`src/rtl/scariv_predict_pkg.sv`:
```
// Shared branch-predictor types: the BTB update-queue entry and its default depth.
package scariv_predict_pkg;

  localparam int BTB_UPD_Q_DEPTH = 8;
  localparam int BTB_UPD_VADDR_W = 39;

  typedef struct packed {
    logic [BTB_UPD_VADDR_W-1:0] pc_vaddr;
    logic [BTB_UPD_VADDR_W-1:0] target_vaddr;
    logic                       is_cond;
    logic                       is_call;
    logic                       is_ret;
    logic                       is_rvc;
  } btb_upd_entry_t;

endpackage

```
`src/rtl/scariv_btb_upd_ring.sv`:
```
// DEPTH-entry ring with indexed multi-write, multi-enqueue tail and single-dequeue head.
module scariv_btb_upd_ring
  import scariv_predict_pkg::*;
#(
  parameter int DEPTH    = BTB_UPD_Q_DEPTH,
  parameter int IN_PORTS = 2
) (
  input  logic                                     i_clk,
  input  logic                                     i_reset_n,
  input  logic [IN_PORTS-1:0]                      wr_en_i,
  input  logic [IN_PORTS-1:0][$clog2(DEPTH)-1:0]   wr_idx_i,
  input  btb_upd_entry_t [IN_PORTS-1:0]            wr_data_i,
  input  logic [$clog2(DEPTH):0]                   enq_cnt_i,
  input  logic                                     deq_i,
  output btb_upd_entry_t                           head_o,
  output btb_upd_entry_t                           young_o,
  output logic [$clog2(DEPTH)-1:0]                 tail_ptr_o,
  output logic [$clog2(DEPTH):0]                   occ_o,
  output logic                                     full_o
);

  localparam int AW = $clog2(DEPTH);
  localparam int OW = AW + 1;

  btb_upd_entry_t mem_q [DEPTH];
  logic [AW-1:0]  head_q, head_d;
  logic [AW-1:0]  tail_q, tail_d;
  logic [OW-1:0]  occ_q,  occ_d;
  logic           full_q;

  always_comb begin
    head_d = head_q + AW'(deq_i);
    tail_d = tail_q + enq_cnt_i[AW-1:0];
    occ_d  = occ_q + enq_cnt_i - OW'(deq_i);
  end

  always_ff @(posedge i_clk or negedge i_reset_n) begin
    if (!i_reset_n) begin
      head_q <= '0;
      tail_q <= '0;
      occ_q  <= '0;
      full_q <= 1'b0;
    end else begin
      head_q <= head_d;
      tail_q <= tail_d;
      occ_q  <= occ_d;
      full_q <= (occ_d == OW'(DEPTH));
    end
  end

  // Higher lanes are written later, so they win when two lanes hit the same slot.
  always_ff @(posedge i_clk) begin
    for (int l = 0; l < IN_PORTS; l++) begin
      if (wr_en_i[l]) mem_q[wr_idx_i[l]] <= wr_data_i[l];
    end
  end

  assign head_o     = mem_q[head_q];
  assign young_o    = mem_q[tail_q - AW'(1)];
  assign tail_ptr_o = tail_q;
  assign occ_o      = occ_q;
  assign full_o     = full_q;

endmodule

```
`src/rtl/scariv_btb_update_queue.sv`:
```
// Filters, merges and serializes commit-stage branch resolutions into one BTB update per cycle.
module scariv_btb_update_queue
  import scariv_predict_pkg::*;
#(
  parameter int VADDR_W  = BTB_UPD_VADDR_W,
  parameter int IN_PORTS = 2,
  parameter int DEPTH    = BTB_UPD_Q_DEPTH
) (
  input  logic                          i_clk,
  input  logic                          i_reset_n,
  input  logic [IN_PORTS-1:0]           i_res_valid,
  input  logic [IN_PORTS*VADDR_W-1:0]   i_res_pc_vaddr,
  input  logic [IN_PORTS*VADDR_W-1:0]   i_res_target_vaddr,
  input  logic [IN_PORTS-1:0]           i_res_taken,
  input  logic [IN_PORTS-1:0]           i_res_mispredict,
  input  logic [IN_PORTS-1:0]           i_res_is_cond,
  input  logic [IN_PORTS-1:0]           i_res_is_call,
  input  logic [IN_PORTS-1:0]           i_res_is_ret,
  input  logic [IN_PORTS-1:0]           i_res_is_rvc,
  input  logic                          i_btb_ready,
  output logic                          o_btb_valid,
  output logic [VADDR_W-1:0]            o_btb_pc_vaddr,
  output logic [VADDR_W-1:0]            o_btb_target_vaddr,
  output logic                          o_btb_is_cond,
  output logic                          o_btb_is_call,
  output logic                          o_btb_is_ret,
  output logic                          o_btb_is_rvc,
  output logic                          o_full,
  output logic [15:0]                   o_drop_cnt
);

  localparam int AW = $clog2(DEPTH);
  localparam int OW = AW + 1;

  function automatic logic [15:0] sat_add16(input logic [15:0] a, input logic [15:0] b);
    logic [16:0] s;
    s = {1'b0, a} + {1'b0, b};
    return s[16] ? 16'hFFFF : s[15:0];
  endfunction

  btb_upd_entry_t [IN_PORTS-1:0]          lane_ent;
  logic [IN_PORTS-1:0]                    qual;
  logic [IN_PORTS-1:0]                    wr_en;
  logic [IN_PORTS-1:0][AW-1:0]            wr_idx;
  btb_upd_entry_t [IN_PORTS-1:0]          wr_data;
  logic [OW-1:0]                          enq_n;
  logic [OW-1:0]                          free_n;
  logic [15:0]                            drop_n;
  logic                                   deq;

  btb_upd_entry_t                         head_ent;
  btb_upd_entry_t                         young_ent;
  logic [AW-1:0]                          tail_ptr;
  logic [OW-1:0]                          occ;
  logic                                   full;

  logic                                   young_vld;
  logic                                   young_blk;
  logic [AW-1:0]                          young_idx;
  logic [VADDR_W-1:0]                     young_pc;

  logic [15:0]                            drop_cnt_q, drop_cnt_d;

  always_comb begin
    for (int l = 0; l < IN_PORTS; l++) begin
      lane_ent[l].pc_vaddr     = i_res_pc_vaddr[l*VADDR_W +: VADDR_W];
      lane_ent[l].target_vaddr = i_res_target_vaddr[l*VADDR_W +: VADDR_W];
      lane_ent[l].is_cond      = i_res_is_cond[l];
      lane_ent[l].is_call      = i_res_is_call[l];
      lane_ent[l].is_ret       = i_res_is_ret[l];
      lane_ent[l].is_rvc       = i_res_is_rvc[l];
      qual[l] = i_res_valid[l] & (i_res_taken[l] | i_res_mispredict[l]);
    end
  end

  assign deq = (occ != '0) & i_btb_ready;

  // Lanes walk in age order; "youngest" tracks the last entry written this cycle so a
  // later lane can merge into a slot claimed by an earlier one. The head is locked
  // against merging while it is leaving, and freed slots only count next cycle.
  always_comb begin
    wr_en     = '0;
    wr_idx    = '0;
    wr_data   = '0;
    enq_n     = '0;
    drop_n    = '0;
    free_n    = OW'(DEPTH) - occ;
    young_vld = (occ != '0);
    young_blk = (occ == OW'(1)) && deq;
    young_idx = tail_ptr - AW'(1);
    young_pc  = young_ent.pc_vaddr;
    for (int l = 0; l < IN_PORTS; l++) begin
      if (qual[l]) begin
        if (young_vld && !young_blk && (lane_ent[l].pc_vaddr == young_pc)) begin
          wr_en[l]   = 1'b1;
          wr_idx[l]  = young_idx;
          wr_data[l] = lane_ent[l];
        end else if (enq_n < free_n) begin
          wr_en[l]   = 1'b1;
          wr_idx[l]  = tail_ptr + enq_n[AW-1:0];
          wr_data[l] = lane_ent[l];
          young_vld  = 1'b1;
          young_blk  = 1'b0;
          young_idx  = tail_ptr + enq_n[AW-1:0];
          young_pc   = lane_ent[l].pc_vaddr;
          enq_n      = enq_n + OW'(1);
        end else begin
          drop_n = drop_n + 16'd1;
        end
      end
    end
  end

  scariv_btb_upd_ring #(
    .DEPTH    (DEPTH),
    .IN_PORTS (IN_PORTS)
  ) u_ring (
    .i_clk      (i_clk),
    .i_reset_n  (i_reset_n),
    .wr_en_i    (wr_en),
    .wr_idx_i   (wr_idx),
    .wr_data_i  (wr_data),
    .enq_cnt_i  (enq_n),
    .deq_i      (deq),
    .head_o     (head_ent),
    .young_o    (young_ent),
    .tail_ptr_o (tail_ptr),
    .occ_o      (occ),
    .full_o     (full)
  );

  assign drop_cnt_d = sat_add16(drop_cnt_q, drop_n);

  always_ff @(posedge i_clk or negedge i_reset_n) begin
    if (!i_reset_n) drop_cnt_q <= '0;
    else            drop_cnt_q <= drop_cnt_d;
  end

  assign o_btb_valid        = (occ != '0);
  assign o_btb_pc_vaddr     = head_ent.pc_vaddr;
  assign o_btb_target_vaddr = head_ent.target_vaddr;
  assign o_btb_is_cond      = head_ent.is_cond;
  assign o_btb_is_call      = head_ent.is_call;
  assign o_btb_is_ret       = head_ent.is_ret;
  assign o_btb_is_rvc       = head_ent.is_rvc;
  assign o_full             = full;
  assign o_drop_cnt         = drop_cnt_q;

endmodule
```
`config.mk`:
```
export PLATFORM = sky130hd
export DESIGN_NAME = scariv_btb_update_queue
export DESIGN_NICKNAME = d
export VERILOG_FILES = /design/src/rtl/scariv_predict_pkg.sv /design/src/rtl/scariv_btb_upd_ring.sv /design/src/rtl/scariv_btb_update_queue.sv
export SDC_FILE = /design/constraint.sdc
export NUM_CORES = 2
export LEC_CHECK = 0
export CAP_MARGIN = 10
export CORE_MARGIN = 3
export CORE_UTILIZATION = 40
export CTS_BUF_LIST = sky130_fd_sc_hd__clkbuf_4 sky130_fd_sc_hd__clkbuf_8
export DETAILED_ROUTE_END_ITERATION = 12
export PLACE_DENSITY = 0.55
export SYNTH_ARGS = -nofsm -noshare
export SYNTH_HDL_FRONTEND = slang
export SYNTH_SLANG_ARGS = --single-unit
```
`constraint.sdc`:
```
create_clock -name i_clk -period 13.2 [get_ports i_clk]
set_input_delay 2.64 -clock i_clk [delete_from_list [all_inputs] [get_ports i_clk]]
set_output_delay 2.64 -clock i_clk [all_outputs]
set_load 0.01 [all_outputs]
```
# Word level (Yosys, flattened, before mapping)
# Memory sizes are Yosys's and may differ from the RTL's.
# Cells that the tools add are included.
# W data, S select, Z words.
word_totals:
  register_bits: 27
  latchBits: 0
  ramBits: 656
  mem_bits_ro: 0
  in_bits: 173
  out_inout_bits: 100
  wordCells: 82
  memories: 1
mem_list:
  columns: ["name", "depth", "width", "rd", "rd_clocked_by_memory_dff", "wr", "line", "text"]
  rows:
  - ["u_ring.mem_q", 8, 82, 2, 0, 2, "scariv_btb_upd_ring.sv:25", "btb_upd_entry_t mem_q [DEPTH];"]
op_classes:
  add_sub_neg: 10
  n_mul: 0
  n_div: 0
  order_cmp: 2
  n_eq_ne: 4
  shift: 0
  muxes: 47
  bitwise_logic: 5
  n_reduce_logical: 8
ops:
  columns: ["operator", "count"]
  rows:
  - ["$mux W82", 6]
  - ["$mux W39", 3]
  - ["$eq A39 B39 Y1", 2]
  - ["$mux W16", 4]
  - ["$mux W3", 9]
  - ["$mux W1", 22]
  - ["$add A16 B16 Y17", 1]
  - ["$add A16 B1 Y16 const B", 1]
  - ["$mux W4", 3]
  - ["$add A3 B3 Y3", 2]
  - ["$logic_and A1 B1 Y1", 5]
  - ["$add A4 B1 Y4 const B", 1]
  - ["$add A4 B4 Y4", 1]
  - ["$eq A4 B1 Y1 const B", 1]
  - ["$eq A4 B4 Y1 const B", 1]
  - ["$lt A1 B4 Y1 const A", 1]
  - ["$lt A4 B4 Y1", 1]
  - ["$reduce_bool A4 Y1", 1]
  - ["$sub A4 B1 Y4", 1]
  - ["$sub A4 B4 Y4 const A", 1]
  - ["$add A3 B1 Y3", 1]
  - ["$and A1 B1 Y1", 3]
  - ["$sub A3 B1 Y3 const B", 1]
  - ["$logic_not A1 Y1", 2]
  - ["$or A1 B1 Y1", 2]

# Depth between registers and ports, before layout
depth:
  word_depth: 16
  mapped_depth: 35
  ltp_nobuf: 26

# Modules after synthesis
# A second synthesis with hierarchy kept.
hier_totals:
  cells_unflattened: 2530
  area_unflattened_um2: 41617.4
by_module_without_submodules:
  columns: ["module", "instances", "cells_each", "area_each_um2", "seq_area_each_um2"]
  rows:
  - ["scariv_btb_upd_ring", 1, 2042, 37938.9, 19974.2]
  - ["scariv_btb_update_queue", 1, 488, 3678.5, 400.4]

# Worst setup path before layout
# OpenSTA, ideal clock, no wires.
synth_path:
  kind: "input -> register"
  from: "input i_res_pc_vaddr[31]"
  to: "memory u_ring.mem_q[0][0] in the netlist's numbering, enable pin"
  arrival_time_ns: 11.066
  required_ns: 12.565
  path_slack_ns: 1.498
  stages: 13
  path_cell_list: "clkbuf_1 nor3_1 or4_1 or4_1 a221oi_1 and3_1 nand3_2 nand2_4 inv_4 clkbuf_1 o21ai_0 o21ai_0 o21ai_0"
synth_lines:
  columns: ["item", "line", "text"]
  rows:
  - ["start, declared", "scariv_btb_update_queue.sv:12", "input logic [IN_PORTS*VADDR_W-1:0] i_res_pc_vaddr,"]
  - ["end, declared", "scariv_btb_upd_ring.sv:25", null]

# Final worst setup path
layout_path:
  from: "register u_ring.tail_q[0] (netlist: u_ring.tail_ptr_o[0])"
  to: "register drop_cnt_q[7] (netlist: o_drop_cnt[7])"
layout_via:
  elab_chain_cells: 13
  word_cells_on_any_way: 26
  cone_classes: "3 x add/sub; 1 x order compare; 2 x eq/ne; 15 x mux; 4 x reduce/logical; 1 x memory"
layout_rtl:
  columns: ["item", "line", "text"]
  rows:
  - ["start, declared", "scariv_btb_upd_ring.sv:27", "logic [AW-1:0] tail_q, tail_d;"]
  - ["start signal, assigned", "scariv_btb_upd_ring.sv:45", "tail_q <= tail_d;"]
  - ["$sub A3 B1 Y3 *", "scariv_btb_upd_ring.sv:59", "assign young_o = mem_q[tail_q - AW'(1)];"]
  - ["$mem_v2 Z8 W82 *", null, null]
  - ["branches (longest 8 deep; another with $add A16 B1 Y16)", null, null]
  - ["$mux W16 *", "scariv_btb_update_queue.sv:93", "if (qual[l]) begin"]
  - ["$add A16 B16 Y17 *", "scariv_btb_update_queue.sv:37", "s = {1'b0, a} + {1'b0, b};"]
  - ["$mux W16 *", "scariv_btb_update_queue.sv:38", "return s[16] ? 16'hFFFF : s[15:0];"]
  - ["via drop_cnt_d[7]", "scariv_btb_update_queue.sv:62", "logic [15:0] drop_cnt_q, drop_cnt_d;"]
  - ["end signal, assigned", "scariv_btb_update_queue.sv:136", "else drop_cnt_q <= drop_cnt_d;"]
  - ["end, declared", "scariv_btb_update_queue.sv:62", null]
# Mark *: on every way through the listed nets, which the timed path passes.

==> impl_results.md <==
- Outcome: complete, no violations
- Worst hold path stage count: 2
- Fraction of layout cells with a size suffix above 1: around 28%
- Ys async rst share: 3.95%
- DPL Wire Length: between 80000 and 90000 microns
- WHS Endpoint: o_drop_cnt[11]
- Sink Count: 683
- Hold_ws: roughly 0.55 ns
- WP buf/inv: 4
- Pre-CTS setup slack: roughly 3.2 ns
- CP top delay family: simple AND/OR/NAND/NOR gates
- Final WL: 132000 microns
- FMAX: 103 MHz
- IO buf count: 272
- DR vias/cell: about 5.9
- Placeable Area: between 100000 and 150000 sq um
- Initial DRC Count: 2146
- Worst r2r src: u_ring.tail_ptr_o[0]
- CTS tree: yes
- CP max-delay cell: dfrtp_4
- Fillcell total: around 9000
- DR WL/cell: 30.9 microns
- Initial antenna violation count: 16
- Placed inst area: around 44000 sq um
- Total gr overflow: 0
- Final Instance Area: between 40000 and 50000 sq um
- Worst slew pin tran: roughly 1.3 ns
- Core Rows: approximately 120
- Clk_lat worst skew: 0.81 ns
- Clk_skew: around 0.052 ns
- Die area: 106000 sq um
- Seq/Total Area, Yosys: around 50%
- Initial core utilization: between 40% and 50%
- P_sw: about 0.0046 W
- GRT Total Usage: between 20% and 30%
- Via count: 25024
- Worst min-delay path category: reg -> reg
- # hold bufs at CTS: 0
- CP required: about 14 ns
- Post-synth EDFFs: around 660
- First-pass GRT wire length: between 150000 and 200000 microns
- Final Util: a little under half
- Number of remaining DRC errors: 0
- Most used DFF post-synth: edfxtp_1
- Max Cap Viol: 0
- Reg power frac: a little over 30%
- Startpoint types: flop
- Critical R2R Capture: o_drop_cnt[7]
- Num CTS Buffers: between 100 and 150
- Int Pwr: 0.00686 W
- Fin. Hold Viols: 0
- Max H-tree Level: 4
- IR drop worst, VDD: 175 uV
- Syn Inst Count: roughly 2700
- FF-to-FF setup slack: around 3.5 ns
- Tcrit/Tclk final: between 70% and 80%
- Post-CTS Setup Inserts: 0
- Setup_tns: 0 ns
- Critical setup path kind: reg -> reg
- Static leakage: 16.8 nW
- Root Driver: clkbuf_8
- Most Frequent Cell on Critical Path: and3_1
- Pwr/cell area: approximately 250 nW/um^2
- Crit path capture type: flop
- Crit-path max cell delay: ~0.86 ns
- RSZ-0062 raised after global routing: no
- Syn_nets: between 2000 and 3000
- P&R area growth vs syn: 14.4%
- Worst setup margin: ~3.5 ns
- Final ANT Viol Nets: 0
- Post-CTS sizing: 0
- Sw Share: 39.9%
- Combinational Power Share: 52.3%
- Die width: about 320 microns
- Total stage count of the critical path: 27
- Vias in the first global route: 26894
- Average size of a mapped cell: about 15 sq um
- Worst-path fanout max: 84
- Final-report setup violation count: 0
- Clock buffer depth: 3
- FF-to-FF path depth: 27
- Final #Nets: around 3000
- Synth Warn #: 0
- Flops & latches, synth: about 680
- Clock share of power: between 15 and 20%
- Die H: around 320 microns
- Worst Path Arrival: between 10 and 15 ns
- HP Start: o_drop_cnt[11]
- IO Pins: ~270
- Placer Congestion: around 0.97
- Detailed Routing Iterations Pass 1: 5
- Slew Limit Fails: 0
- Synth cell types: 76
- Clock slew at reported path FFs: around 0.06 ns
- Largest net degree at the start of global routing: between 80 and 90
- Final Critical Period: 9.67 ns
- Slew HR: about 15%
- Cell area after synthesis: about 41000 sq um
## cells in the mapped netlist, types with 10 or more instances
cell,count,area [sq um]
a21oi_1,16,80.1
a31oi_1,10,62.6
and2_1,86,538
and3_1,12,75.1
buf_1,129,484
buf_2,28,140
buf_4,22,165
buf_6,39,439
clkbuf_1,62,233
dfrtp_1,27,676
edfxtp_1,656,19700
ha_1,20,250
inv_1,36,135
mux2_1,459,5170
mux2_2,294,3310
mux2i_1,77,771
mux4_2,229,5160
nand2_1,60,225
nand3_1,19,95.1
nand4_1,19,119
nor2_1,31,116
nor3_1,16,80.1
nor4_1,12,75.1
o21ai_0,35,175
o22ai_1,12,75.1
xnor2_1,79,692
xor2_1,50,438
## logic make-up after synthesis
family,synth area share (%)
xor+xnor,2.88
simple gates,3.88
buf+inv,4.39
compound gates,2.45
fa+ha+maj,0.763
mux,35.5
flops,50.1
## metal layers
layer	GRT usage (%)	vias up	part of all wire, %
met4	7.75	8	2.6
met5	0	-	0.042
met2	41.3	891	49
met3	4.76	195	6.2
li1	-	10780	-
met1	33.4	13150	42
## worst reg2reg max path: stages, from the launching register on
cell and delay, ns:
dfrtp_4 0.86, inv_2 0.13, ha_4 0.70, buf_12 0.48, mux2i_1 0.70, o22ai_1 0.18, a2111oi_0 0.72, nand4_1 0.23
a221oi_1 0.57, and3_1 0.32, nand3_2 0.36, nand2_4 0.27, inv_4 0.13, or4_1 0.58, a211oi_2 0.24, and4b_2 0.34
a21oi_1 0.18, mux2_2 0.36, ha_1 0.17, inv_1 0.06, fa_1 0.43, nor2_1 0.17, and3_1 0.25, nand3_1 0.12
nor2_1 0.20, and3_1 0.23, nand3_1 0.40, o21ai_0 0.21
## state kept, by name (all words and copies together), names as in the netlist
register / flops
o_drop_cnt: 16
u_ring.full_o: 1
u_ring.head_q: 3
u_ring.mem_q: 656
u_ring.occ_o: 4
u_ring.tail_ptr_o: 3
## worst max path at each step
stage                               from            endpoint  slack, ns
floorplan             i_res_pc_vaddr[31]  u_ring.mem_q[0][0]       1.50
global placement      i_res_pc_vaddr[30]       o_drop_cnt[7]       3.35
detailed placement    i_res_pc_vaddr[26]  u_ring.mem_q[0][4]       3.17
CTS                 u_ring.tail_ptr_o[0]       o_drop_cnt[0]       3.69
global route        u_ring.tail_ptr_o[0]       o_drop_cnt[0]       3.05
finish              u_ring.tail_ptr_o[0]       o_drop_cnt[7]       3.53
## power groups by stage
stage | clock network, W | registers [W] | logic, W
6_report | 0.00198 | 0.00346 | 0.00596
2_1_floorplan | 0 | 0.00341 | 0.00389
3_5_place_dp | 0 | 0.00351 | 0.00599
5_1_grt | 0.00214 | 0.00352 | 0.00629
3_3_place_gp | 0 | 0.00348 | 0.00597
4_1_cts | 0.00205 | 0.00347 | 0.00603
## metrics by stage
step | power (W) | std cells
detailed placement | 0.00950 | 4049
global route | 0.0120 | 4268
floorplan | 0.00730 | 2658
finish | 0.0114 | 4276
global placement | 0.00946 | 4049
CTS | 0.0115 | 4262
## cell usage in the layout (no fill, tap or decap), types with 23 or more instances in the layout
master	Yosys	final
and2_1	86	86
o21ai_0	35	27
clkbuf_8	0	140
xor2_1	50	50
mux2_1	459	459
clkbuf_4	0	39
buf_4	22	52
mux2i_1	77	77
xnor2_1	79	79
dfrtp_1	27	23
inv_1	36	36
nor2_1	31	31
edfxtp_1	656	656
mux2_2	294	294
nand2_1	60	60
clkdlybuf4s50_1	0	272
clkinv_1	0	24
mux4_2	229	229
## final cells by class
class	count	area, sq um	area share [%]
Clock buffer	179	2220	4.77
Sequential cell	683	20400	43.8
Clock inverter	34	174	0.374
Antenna cell	14	35.0	0.0753
Multi-Input combinational cell	1646	18700	40.3
Inverter	38	145	0.312
Timing Repair Buffer	325	3130	6.73
Tap cell	1357	1700	3.65
Note: power is estimated with default switching activity, not from simulation.
